### src/rtl/arch_defs_pkg.sv
// Shared CPU architecture constants plus the MAR sequencer state and grant encodings.
// Pure declarations; no timing or flow control of its own.
package arch_defs_pkg;

   localparam int ADDR_WIDTH = 16;
   localparam int DATA_WIDTH = 8;

   localparam logic [ADDR_WIDTH-1:0] RESET_VECTOR_ADDR_LOW  = 16'hFFFE;
   localparam logic [ADDR_WIDTH-1:0] RESET_VECTOR_ADDR_HIGH = 16'hFFFF;

   typedef enum logic [3:0] {
      BOOT,
      RV_LO,
      RV_LO_WAIT,
      RV_HI,
      RV_HI_WAIT,
      VEC_DONE,
      IDLE,
      LD_PC,
      LD_SP,
      OPND_HI,
      OPND_LO,
      WAIT,
      ACK
   } mem_seq_state_t;

   typedef enum logic [1:0] {
      NONE,
      FETCH,
      STACK,
      OPND
   } mem_grant_t;

   // States whose successor is a memory wait state; the latency counter reloads here.
   function automatic logic is_wait_entry(input mem_seq_state_t s);
      return (s == RV_LO) || (s == RV_HI) || (s == LD_PC) || (s == LD_SP) || (s == OPND_LO);
   endfunction

endpackage

### src/rtl/latency_counter.sv
// Loadable 4-bit down-counter; done is high while the count sits at zero.
// Loads take effect on the next edge; counting stops at zero until the next load.
module latency_counter (
   input  logic       clk,
   input  logic       reset_n,
   input  logic       load,
   input  logic [3:0] load_val,
   output logic       done
);

   logic [3:0] count;

   always_ff @(posedge clk or negedge reset_n) begin
      if (!reset_n) begin
         count <= 4'd0;
      end else if (load) begin
         count <= load_val;
      end else if (count != 4'd0) begin
         count <= count - 4'd1;
      end
   end

   assign done = (count == 4'd0);

endmodule

### src/rtl/memory_access_sequencer.sv
// Boots the reset vector, then arbitrates MAR loads (stack > operand > fetch) paced by MEM_LATENCY.
// Moore outputs only; requesters hold their request until acked, one grant per IDLE visit.
module memory_access_sequencer
   import arch_defs_pkg::*;
#(
   parameter int MEM_LATENCY = 1
) (
   input  logic                  clk,
   input  logic                  reset_n,
   input  logic                  fetch_req,
   output logic                  fetch_ack,
   input  logic                  stack_req,
   output logic                  stack_ack,
   input  logic                  opnd_req,
   output logic                  opnd_ack,
   output logic                  opnd_byte_hi,
   input  logic [DATA_WIDTH-1:0] mem_data_in,
   output logic                  load_pc,
   output logic                  load_sp,
   output logic                  load_addr_high,
   output logic                  load_addr_low,
   output logic                  load_reset_vec_addr_low,
   output logic                  load_reset_vec_addr_high,
   output logic                  mem_rd,
   output logic [ADDR_WIDTH-1:0] vector_out,
   output logic                  vector_valid,
   output logic                  busy
);

   if (MEM_LATENCY < 1 || MEM_LATENCY > 15) begin : g_bad_latency
      $error("memory_access_sequencer: MEM_LATENCY must be in 1..15");
   end

   localparam logic [3:0] RELOAD = 4'(MEM_LATENCY - 1);

   mem_seq_state_t        state_q, state_d;
   mem_grant_t            grant_q, grant_d;
   logic                  rst_seen;
   logic                  lat_done;
   logic [ADDR_WIDTH-1:0] vector_q;

   latency_counter u_latency_counter (
      .clk      (clk),
      .reset_n  (reset_n),
      .load     (is_wait_entry(state_q)),
      .load_val (RELOAD),
      .done     (lat_done)
   );

   // BOOT spans the first full cycle after reset release, hence the extra flag.
   always_ff @(posedge clk or negedge reset_n) begin
      if (!reset_n) begin
         state_q  <= BOOT;
         rst_seen <= 1'b0;
      end else begin
         state_q  <= state_d;
         rst_seen <= 1'b1;
      end
   end

   always_comb begin
      state_d = state_q;
      grant_d = grant_q;
      case (state_q)
         BOOT:       if (rst_seen) state_d = RV_LO;
         RV_LO:      state_d = RV_LO_WAIT;
         RV_LO_WAIT: if (lat_done) state_d = RV_HI;
         RV_HI:      state_d = RV_HI_WAIT;
         RV_HI_WAIT: if (lat_done) state_d = VEC_DONE;
         VEC_DONE:   state_d = IDLE;
         IDLE: begin
            if (stack_req) begin
               state_d = LD_SP;
               grant_d = STACK;
            end else if (opnd_req) begin
               state_d = OPND_HI;
               grant_d = OPND;
            end else if (fetch_req) begin
               state_d = LD_PC;
               grant_d = FETCH;
            end
         end
         LD_PC:      state_d = WAIT;
         LD_SP:      state_d = WAIT;
         OPND_HI:    state_d = OPND_LO;
         OPND_LO:    state_d = WAIT;
         WAIT:       if (lat_done) state_d = ACK;
         ACK:        state_d = IDLE;
         default:    state_d = BOOT;
      endcase
   end

   always_ff @(posedge clk or negedge reset_n) begin
      if (!reset_n) begin
         grant_q  <= NONE;
         vector_q <= '0;
      end else begin
         grant_q <= grant_d;
         if (state_q == RV_LO_WAIT && lat_done) begin
            vector_q[DATA_WIDTH-1:0] <= mem_data_in;
         end
         if (state_q == RV_HI_WAIT && lat_done) begin
            vector_q[ADDR_WIDTH-1:DATA_WIDTH] <= mem_data_in;
         end
      end
   end

   always_comb begin
      load_pc                  = 1'b0;
      load_sp                  = 1'b0;
      load_addr_high           = 1'b0;
      load_addr_low            = 1'b0;
      load_reset_vec_addr_low  = 1'b0;
      load_reset_vec_addr_high = 1'b0;
      opnd_byte_hi             = 1'b0;
      mem_rd                   = 1'b0;
      vector_valid             = 1'b0;
      fetch_ack                = 1'b0;
      stack_ack                = 1'b0;
      opnd_ack                 = 1'b0;
      busy                     = (state_q != IDLE);
      case (state_q)
         RV_LO:      load_reset_vec_addr_low = 1'b1;
         RV_HI:      load_reset_vec_addr_high = 1'b1;
         RV_LO_WAIT: mem_rd = 1'b1;
         RV_HI_WAIT: mem_rd = 1'b1;
         WAIT:       mem_rd = 1'b1;
         VEC_DONE:   vector_valid = 1'b1;
         LD_PC:      load_pc = 1'b1;
         LD_SP:      load_sp = 1'b1;
         OPND_HI: begin
            load_addr_high = 1'b1;
            opnd_byte_hi   = 1'b1;
         end
         OPND_LO:    load_addr_low = 1'b1;
         ACK: begin
            fetch_ack = (grant_q == FETCH);
            stack_ack = (grant_q == STACK);
            opnd_ack  = (grant_q == OPND);
         end
         default: ;
      endcase
   end

   assign vector_out = vector_q;

endmodule

### config.mk
export PLATFORM = sky130hd
export DESIGN_NAME = memory_access_sequencer
export DESIGN_NICKNAME = d
export VERILOG_FILES = /design/src/rtl/arch_defs_pkg.sv /design/src/rtl/latency_counter.sv /design/src/rtl/memory_access_sequencer.sv
export SDC_FILE = /design/constraint.sdc
export NUM_CORES = 1
export LEC_CHECK = 0
export CAP_MARGIN = 20
export CORE_UTILIZATION = 40
export DETAILED_ROUTE_END_ITERATION = 10
export HOLD_SLACK_MARGIN = 0.05
export PLACE_DENSITY = 0.7
export SYNTH_ARGS = -nofsm -noshare
export SYNTH_HDL_FRONTEND = slang
export SYNTH_SLANG_ARGS = --single-unit
### constraint.sdc
create_clock -name clk -period 4.7 [get_ports clk]
set_clock_uncertainty 0.1 [all_clocks]
set_input_delay 1.175 -clock clk [delete_from_list [all_inputs] [get_ports clk]]
set_output_delay 1.175 -clock clk [all_outputs]
set_load 0.01 [all_outputs]
# == Yosys cells after proc, flatten, opt, wreduce, memory -nomap -nowiden ==
# Index checks and enable logic that the tools add are counted.
# Widths: inputs -> output; s select.
# totals
wordCells,68
out_inout_bits,29
inputBits,13
reg_bits,27
# op_classes
reduce_logical,16
addsub,1
n_eq_ne,21
mux,24
# ops
op,count
$pmux 4 s10,1
$mux 4,9
$eq 4x4->1 const B,5
$eq 4x3->1 const B,4
$mux 1,11
$eq 4x2->1 const B,2
$logic_not 4->1,2
$ne 2x2->1 const B,4
$mux 2,3
$reduce_or 3->1,2
$reduce_and 5->1,1
$eq 2x2->1 const B,2
$eq 4x1->1 const B,1
$logic_or 1x1->1,4
$ne 4x3->1 const B,1
$ne 4x4->1 const B,1
$reduce_bool 4->1,1
$sub 4x1->4 const B,1
$reduce_bool 3->1,1
$eq 2x1->1 const B,1
$logic_and 1x1->1,2
$reduce_and 2->1,1
$reduce_bool 2->1,1
$reduce_or 2->1,1

# == Logic depth before layout (Yosys ltp) ==
# Gate-level depths: netlist (run 1).
# logic_depth
depth_word,6
ltp_mapped,6
depth_no_buf,6

# == Cells and area by module ==
# Synthesis (run 1) repeated with hierarchy kept, for this count alone.
# hier_totals
cells_unflattened,127
area_unflattened_um2,1413.9
# modules_own_cells
module,cells_per_inst,n_inst,area_each_um2,seq_area_each_um2
memory_access_sequencer,105,1,1179.9,575.6
latency_counter,22,1,234.0,100.1

# == Worst setup path before layout (run 1) ==
# No wires, ideal clock.
# synth_path
path_kind,register to output
start,register state_q[0]
end,output port opnd_byte_hi
required_ns,3.425
arrival_ns,1.188
path_slack_ns,2.237
path_buffers,3
path_stages_with_launch,6
cell_sequence,dfrtp_1 -> buf_4 -> clkbuf_1 -> nand2_1 -> nor2_1 -> buf_4
# synth_between
elab_chain_cells,2
# synth_rtl
element,line_no,source
from (decl),memory_access_sequencer.sv:36,"mem_seq_state_t state_q, state_d;"
from (signal assigned),memory_access_sequencer.sv:56,state_q <= state_d;
$eq 4x4->1,n/a,
$mux 1,n/a,
to (decl),memory_access_sequencer.sv:16,"output logic opnd_byte_hi,"
# No other way between the ends.

# == Worst setup path in the final report (run 1) ==
# layout_path
start,register state_q[0]
end,output port stack_ack
# layout_between
elab_chain_cells,2
# layout_rtl
element,line_no,source
$eq 4x4->1,memory_access_sequencer.sv:122,case (state_q)
$mux 1,memory_access_sequencer.sv:122,
to (decl),memory_access_sequencer.sv:13,"output logic stack_ack,"
# No other way between the ends.

==> metrics, run 1 <==
synth top area cells=dfrtp_1 48%, mux2_4 17%, nor2_1 2.7%; startpoint types=flop; # hold bufs at CTS=0; Finish-stage setup viols=0; post-cts gate resize count=0; Num CTS Buffers=3; TritonRoute pass-1 iters=4; Post-synth EDFFs=0; first-pass GRT wire length=between 4 and 5 mm; std cell rows=21; largest net degree at the start of global routing=28; WS Path Type=reg -> out; cell accounting for the most synthesized area=dfrtp_1; Hold WC Path Type=reg -> reg; DP Wirelength=~2.2 mm; Critical Path Max Stage Delay=0.59 ns; effective utilization at floorplan=0.420; Worst-Margin Slew=roughly 0.50 ns; hold_ws=0.430 ns; Final Cell Area=roughly 1900 sq um; CTS tree=done; WL final=between 2 and 3 mm; Die H=between 60 and 70 um; critical path peak fanout=17; total power=1150 uW; Yosys reg bits=27; WL/cell=14.1 um; post-route antenna net violation count=0; placer congestion estimate=between 0.8 and 0.9; LEAKAGE=between 0.0008 and 0.0009 uW; number of global-route vias before repair=966; Vias/cell=about 5.2; Crit path required time=roughly 3.4 ns; H-Tree Depth=1; worst setup path end=stack_ack; Worst setup EP type=primary output; layout cells sized above 1=0.160; IO buf count=41; status=complete, no violations; Global Route Usage Sum=0.163; asr flop ratio synth=1.00; area share of the largest cell type after synthesis=0.479; unrepaired setup endpoints after global routing=false; synthesized cell area=about 1400 sq um; Max Cap Violations=0; synthesized netlist cell count=121; setup TNS=0 ns; initial antenna violation count=0; Reg2Reg Setup Slack=approximately 2.8 ns; P per Cell Area=a little over 600 nW/um^2; syn avg cell area=~12 sq um; core area=3360 sq um; fin crit share=0.747; Yosys warning total=0; fin. max-slew vios=0; Net count, final=roughly 180; # fillers=between 300 and 400; worst path cell trace=nor2_1, and3_1, and3b_1, clkdlybuf4s50_1; arrival time of the worst setup path=approximately 2.2 ns; Seq/Total Area, Yosys=0.479; DR vias=1,091; crit path time final=3.51 ns; peak supply drop=232 uV; worst reg2reg startpoint=u_latency_counter.count[0]; root buf cell=clkbuf_4; Clock Tree Buf Depth=2; initial drt markers=37; final hold violation count=0; ys flop type=dfrtp_1; Area after DPL=between 1500 and 2000 sq um; n_diodes=0; GRT overflow=0; relative slew slack=0.663; CTS clk-pin slew, worst paths=~0.15 ns; origin of the worst setup path=state_q[0]; I/O pin cnt=42; Worst path slowest cell=dfrtp_1; Unique masters post-synth=32; FF-to-FF path depth=5; R2R Path End=vector_out[11]; area delta synth->final=33.8%; Skew-Pair Late Insertion Delay=between 0.3 and 0.4 ns; total die area=approximately 3800 sq um; Chip Width=slightly above 60 um; syn_nets=about 140; clk sinks=27; # Post-CTS Setup Buffers=0; # DRC=0; fmax=roughly 0.28 GHz
## cells in the mapped netlist (all sizes together) (2+ instances only)
library cell	count
or2	2
ha	2
nor2b	2
nand3	2
o21ai	6
xnor2	4
o31ai	3
nor3	8
and3	2
nand2	5
and3b	3
buf	4
dfrtp	27
nor2	10
a21oi	6
inv	7
mux2	16
## critical path, delay by kind of cell, from the launching register on
family | cells | cell delay [ns]
buffers and inverters | 1 | 0.54
flip-flops | 1 | 0.59
AND/OR/NAND/NOR | 3 | 0.78
## power by group
group	internal, uW	total, uW	switching [uW]
clock	32.5	102	69.5
sequential	329	431	101
combinational	366	616	250
total	728	1150	421
## area by class of cell
cell class / instances / area (sq um) / share of cell area
clock inverter: 1 / 7.51 / 0.00398
sequential: 27 / 676 / 0.358
tap: 46 / 57.6 / 0.0305
inverter: 7 / 26.3 / 0.0139
clock buffer: 3 / 22.5 / 0.0119
multi-input combinational: 82 / 681 / 0.361
timing repair buffer: 42 / 418 / 0.221
## state kept, by name, summed over array words and instances, names as in the netlist
signal                   flops
grant_q                      2
rst_seen                     1
state_q                      4
u_latency_counter.count      4
vector_out                  16
## layer usage
metal | routed length [um] | global-route usage | vias up | share of wire
li1 | - | - | 507 | -
met2 | 1380 | 0.248 | 39 | 0.47
met1 | 1380 | 0.233 | 541 | 0.47
met5 | 0 | 0 | - | 0
met3 | 141 | 0.0315 | 4 | 0.048
met4 | 42 | 0.0571 | 0 | 0.014
## stage by stage
step                      setup slack [ns]  std cells   util
final                                 1.19        208  0.561
after global routing                  1.08        208  0.561
after CTS                             1.20        208  0.561
after detailed placement              1.58        204  0.552
after global placement                1.65        204  0.552
after floorplan                       2.24        121      -
## how the worst min path moves through the flow
stage                           to  depth (start not counted)  slack, ns           start
floorplan               grant_q[1]                          1       0.39      grant_q[1]
global placement     vector_out[0]                          1       0.39   vector_out[0]
detailed placement   vector_out[9]                          1       0.39   vector_out[9]
CTS                  vector_out[9]                          1       0.43   vector_out[9]
global route        vector_out[12]                          1       0.45  vector_out[12]
finish               vector_out[9]                          1       0.43   vector_out[9]
## placed cells by master, fill, tap and decap left out
cell type | Yosys | final
a211oi_1 | 1 | 1
a21o_1 | 1 | 1
a21oi_1 | 6 | 6
a221o_1 | 1 | 1
a22o_1 | 1 | 1
a32o_1 | 1 | 1
and3_1 | 2 | 2
and3b_1 | 3 | 3
buf_4 | 2 | 1
clkbuf_4 | 0 | 3
clkdlybuf4s50_1 | 0 | 41
clkinvlp_4 | 0 | 1
conb_1 | 1 | 1
dfrtp_1 | 27 | 27
ha_1 | 2 | 2
inv_1 | 7 | 7
mux2_4 | 16 | 16
nand2_1 | 5 | 5
nand2b_1 | 1 | 1
nand3_4 | 2 | 2
nor2_1 | 10 | 10
nor2b_1 | 2 | 2
nor3_1 | 7 | 7
nor3_2 | 1 | 1
nor3b_4 | 1 | 1
o2111ai_1 | 1 | 1
o211ai_1 | 1 | 1
o21ai_0 | 6 | 6
o31ai_1 | 3 | 3
o32ai_1 | 1 | 1
or2_1 | 1 | 1
or2_2 | 1 | 1
xnor2_1 | 4 | 4
## cells by family after synthesis
logic type / synth area share
adders and majority gates: 0.0177
other: 0.00266
muxes: 0.170
buffers and inverters: 0.0390
xor gates and xnor gates: 0.0248
AOI/OAI and AO/OA: 0.107
and+or+nand+nor: 0.160
DFF: 0.479
(Power assumes the default switching activity.)
==> run 2, diff against run 1 <==
Settings changed: PLACE_DENSITY 0.7 to 0.72.
Clock period 4.7 ns to 2.8 ns, I/O delays scaled along.
==> metrics, run 2 (synthesis gave the netlist of run 1 again) <==
WS Path Type=reg -> out; Area after DPL=1880 sq um (+1.2%); Reg power frac=0.347 (-0.028); Crit path required time=2.00 ns (-1.42 ns); GRT overflow=0 (unchanged); largest net degree at the start of global routing=28 (unchanged); TritonRoute pass-1 iters=4 (unchanged); commonest non-fill, non-tap cells in the layout=38 x clkdlybuf4s50_1, 26 x dfrtp_1, 16 x mux2_4; total die area=3770 sq um (unchanged); first-pass GRT wire length=4.63 mm (+3.7%); Comb pwr share=0.565 (+0.029); arrival time of the worst setup path=1.89 ns (-0.35 ns); area delta synth->final=36.7%; initial antenna violation count=0 (unchanged); fmax=roughly 0.37 GHz; initial drt markers=38 (+2.7%); DP Worst Slack=0.398 ns (-1.18 ns); peak supply drop=441 uV (+90%); H-Tree Depth=1 (unchanged); Largest register FFs=16 (unchanged); Final Util=0.574 (+0.0123); CTS clk-pin slew, worst paths=0.15 ns (about the same); switching pwr=727 uW (+73%); layout cells sized above 1=0.200 (+0.0395); P per Cell Area=1020 nW/um^2 (+68%); # hold bufs at CTS=0 (unchanged); Max Cap Violations=0 (unchanged); placer congestion estimate=0.847 (+2.1%); crit path time final=roughly 2.7 ns; # fillers=311 (-0.64%); Chip Width=61.4 um (unchanged); Net count, final=181 (+1.7%); Num CTS Buffers=3 (unchanged); power share of the clock group=0.089 (about the same); core area=3360 sq um (unchanged); post-route antenna net violation count=0 (unchanged); effective utilization at floorplan=0.420 (unchanged); fin. max-slew vios=0 (unchanged); WL final=3.00 mm (+2.1%); total power=1980 uW (+72%); DP Wirelength=2.22 mm (+2.3%); clk sinks=27 (unchanged); unrepaired setup endpoints after global routing=true; Worst setup EP type=primary output; CTS tree=done; LEAKAGE=0.000901 uW (+7.5%); Hold WC Path Type=reg -> reg; Final Cell Area=1930 sq um (+2.2%); Skew-Pair Late Insertion Delay=0.33 ns (about the same); Vias/cell=5.22 (-0.43%); WL/cell=14.2 um (+0.69%); n_diodes=0 (unchanged); number of global-route vias before repair=1,030 (+6.6%); # DRC=0 (unchanged); sw frac=0.368 (+0.00184); critical path peak fanout=9 (-8); std cell rows=21 (unchanged); startpoint types=flop; I/O pin cnt=42 (unchanged); hold_ws=0.427 ns (-0.00331 ns); most common cell after layout, fill and taps aside=clkdlybuf4s50_1; Finish-stage setup viols=0 (unchanged); Clock Tree Buf Depth=2 (unchanged); DR vias=1,102 (+1.0%); IO buf count=41 (unchanged); status=complete, no violations; fin crit share=0.959; internal power=1250 uW (+72%); Die H=61.4 um (unchanged); Global Route Usage Sum=0.165 (+0.00169); root buf cell=clkbuf_4; Final WS setup=0.114 ns (-1.07 ns); final hold violation count=0 (unchanged)
==> run 2: path summary, 6_finish.rpt <==
| check | from | end | slack (ns) | cells after the start |
|---|---|---|---|---|
| max reg2reg | u_latency_counter.count[0] | vector_out[6] | 0.85 | 5 |
| max in group asynchronous | reset_n | state_q[3] | 1.71 | 2 |
| min in group asynchronous | reset_n | vector_out[12] | 0.61 | 2 |
| min | vector_out[14] | vector_out[14] | 0.43 | 1 |
| min reg2reg | vector_out[14] | vector_out[14] | 0.43 | 1 |
| max | state_q[1] | load_addr_high | 0.11 | 5 |
==> run 2: what timing repair did <==
item / in CTS / in global routing
endpoints found under the setup margin: 1 / 9
gates resized for setup: 1 / 7
buffers inserted: 0 / 0
==> run 2: layout make-up <==
type | count | area [sq um] | area share
Sequential cell | 27 | 677 | 0.351
Inverter | 7 | 26.3 | 0.0136
Multi-Input combinational cell | 82 | 691 | 0.358
Clock inverter | 1 | 7.51 | 0.00389
Timing Repair Buffer | 45 | 448 | 0.232
Clock buffer | 3 | 22.5 | 0.0117
Tap cell | 46 | 57.6 | 0.0298
==> run 2: per-stage QoR <==
step,cells,setup TNS (ns)
2_1_floorplan,121,0
3_3_place_gp,207,0
3_5_place_dp,207,0
4_1_cts,211,0
5_1_grt,211,-0.0173
6_report,211,0
==> run 2: power by group through the flow <==
stage / Combinational [uW] / Clock (uW) / Sequential [uW]
after floorplan: 620 / 0 / 703
after global placement: 1100 / 0 / 668
after detailed placement: 1110 / 0 / 684
after CTS: 1120 / 181 / 677
after global routing: 1200 / 197 / 710
final: 1120 / 175 / 685
==> run 2: metal layers <==
metal  share of wire  wire length [um]  GRT usage  up-vias
li1                -                 -          -      513
met1            0.44              1320      0.213      534
met2            0.49              1480      0.284       51
met3           0.060               179     0.0294        4
met4          0.0083                25     0.0476        0
met5               0                 0          0        -
==> run 2: critical path: stages, from the launching register on <==
cell and delay (ns):
dfrtp_1 0.44, buf_4 0.18, inv_1 0.15, nand2_1 0.11, nor2_1 0.13, clkdlybuf4s50_1 0.55
==> RTL edit (config.mk and constraints of run 2) <==
Re-encode `mem_grant_t` (4 values) as one-hot, 4 bits wide.
--- a/src/rtl/arch_defs_pkg.sv
+++ b/src/rtl/arch_defs_pkg.sv
@@ -24,11 +24,11 @@
       ACK
    } mem_seq_state_t;
 
-   typedef enum logic [1:0] {
-      NONE,
-      FETCH,
-      STACK,
-      OPND
+   typedef enum logic [3:0] {
+      NONE  = 4'b0001,
+      FETCH = 4'b0010,
+      STACK = 4'b0100,
+      OPND  = 4'b1000
    } mem_grant_t;
 
    // States whose successor is a memory wait state; the latency counter reloads here.
Formal check against the unedited RTL: same outputs for any inputs over 10 cycles, from zero or initial values and one cycle with reset_n low; not proved beyond that.
==> RTL edit against run 2 <==
Non-clock buffer count is 2 higher. Sequential power up 5.1%. Routed wire length grew 2.7%. First-iteration DRC count grew 100%. Worst setup slack got worse by 11 ps. Critical path type unchanged. Synthesized area up 0.62%. Total power is 9.3% higher. Global-route usage increased by 1.8 points. Critical endpoint is now mem_rd. Hold slack worse by 40 ps. Cell area increased by 3.6%. Sequential cell count increased by 2.
==> RTL edit: results (changes against run 2) <==
* Status: finished, final reports clean
* Mapped Nets at 142 (+4.4%)
* Nets at 190 (+5.0%)
* Starting DRC count in detailed routing at 76 (+100%)
* Num CTS Buffers at 5 (+2)
* Worst setup path end: mem_rd
* Clock net power at 368 uW (+110%)
* Pleak at 0.000845 uW (-6.1%)
* Post-synth top cells: 28 x dfrtp_1, 16 x mux2_2, 11 x nor2_1
* Buffering overhead at 23.0% (-0.25 points)
* DR vias/cell at 5.10 (-2.3%)
* Worst hold margin at 387 ps (-39.8 ps)
* Post-synth EDFFs at 0 (unchanged)
* Sequential area share after synthesis at 51.2% (+3.3 points)
* Layout filler cell count at 296 (-4.8%)
* Synthesized-area fraction occupied by adder cells at 1.76% (-0.011 points)
* WL final at 3.08 mm (+2.7%)
* Post-Synthesis Cells at 127 (+5.0%)
* Cts repair resizes at 6 (+5)
* Synth cell types at 41 (+28%)
* First-pass GRT wire length at 4.90 mm (+5.8%)
* XOR/XNOR share of the synthesized area at 2.47% (-0.015 points)
* GRT Total Usage at 18.3% (+1.8 points)
* Worst hold endpoint: grant_q[0]
* Synth Area in Compound Gates at 12.2% (+1.5 points)
* Synthesized flop and latch total at 29 (+7.4%)
* Share of layout cells above drive strength 1 at 25.0% (+5.0 points)
* Post-DP HPWL at 2.25 mm (+1.4%)
* Comb_multi_in at 86 (+4.9%)
* Power Combinational at 1070 uW (-4%)
* Top cells by area, synth: dfrtp_1 49%, mux2_2 13%, nor2_1 2.9%
* Mux cell area share after synthesis at 12.7% (-4.3 points)
* Critical Path Max Stage Delay at 570 ps (+20 ps)
* Clock-cell share at 4.44% (+2.9 points)
* HP Start: grant_q[0]
* Worst R2R End: state_q[1]
* Worst Tran Pin Value at 512 ps
* H-tree depth at 2 (+1)
* Max FO, Critical Path at 11 (+2)
* Vias in the first global route at 1079 (+4.8%)
* Inverters at 6 (-1)
* Worst min path class: flip-flop to flip-flop
* Gpl congestion at 0.781 (-7.9%)
* Layout clock buffer count at 6 (+3)
* Placed cells at 212 (+2.4%)
* Critical path origin: state_q[2]
* Internal cell power at 1400 uW (+12%)
* Maximum vdd drop at 560 uV (+27%)
* R2R Path Start: state_q[3]
* Bufs w/o clock at 47 (+4.4%)
* Worst Hold Depth at 1 (unchanged)
* R2R depth at 8 (+3)
* Count of pins over their slew limit at 0 (unchanged)
* Non-Filler Instances at 222 (+5.2%)
* Seq/total area at 36.5% (+1.4 points)
-- RTL edit: logic make-up after synthesis --
kind of cell,Yosys count
flip-flops,29
AND/OR/NAND/NOR,39
multiplexers,16
AO/OA/AOI/OAI,24
buffers and inverters,12
other,1
XOR/XNOR,4
adder cells (fa/ha/maj),2
-- RTL edit: metrics by stage --
stage | power (uW) | util (%) | area [sq um] | setup WS [ps]
3_3_place_gp | 1730 | 55.8 | 1880 | 188
4_1_cts | 2170 | 58.9 | 1980 | 26.2
6_report | 2160 | 59.4 | 2000 | 103
3_5_place_dp | 1770 | 55.8 | 1880 | 98.0
5_1_grt | 2310 | 59.4 | 2000 | 2.19
2_1_floorplan | 1310 | - | 1420 | 631
-- RTL edit: routing by layer --
metal	GRT usage (%)	vias up	wire [um]
met2	29.8	44	1510
met1	22.4	535	1340
met5	0	-	0
met4	6.67	0	40
met3	6.72	7	192
li1	-	547	-
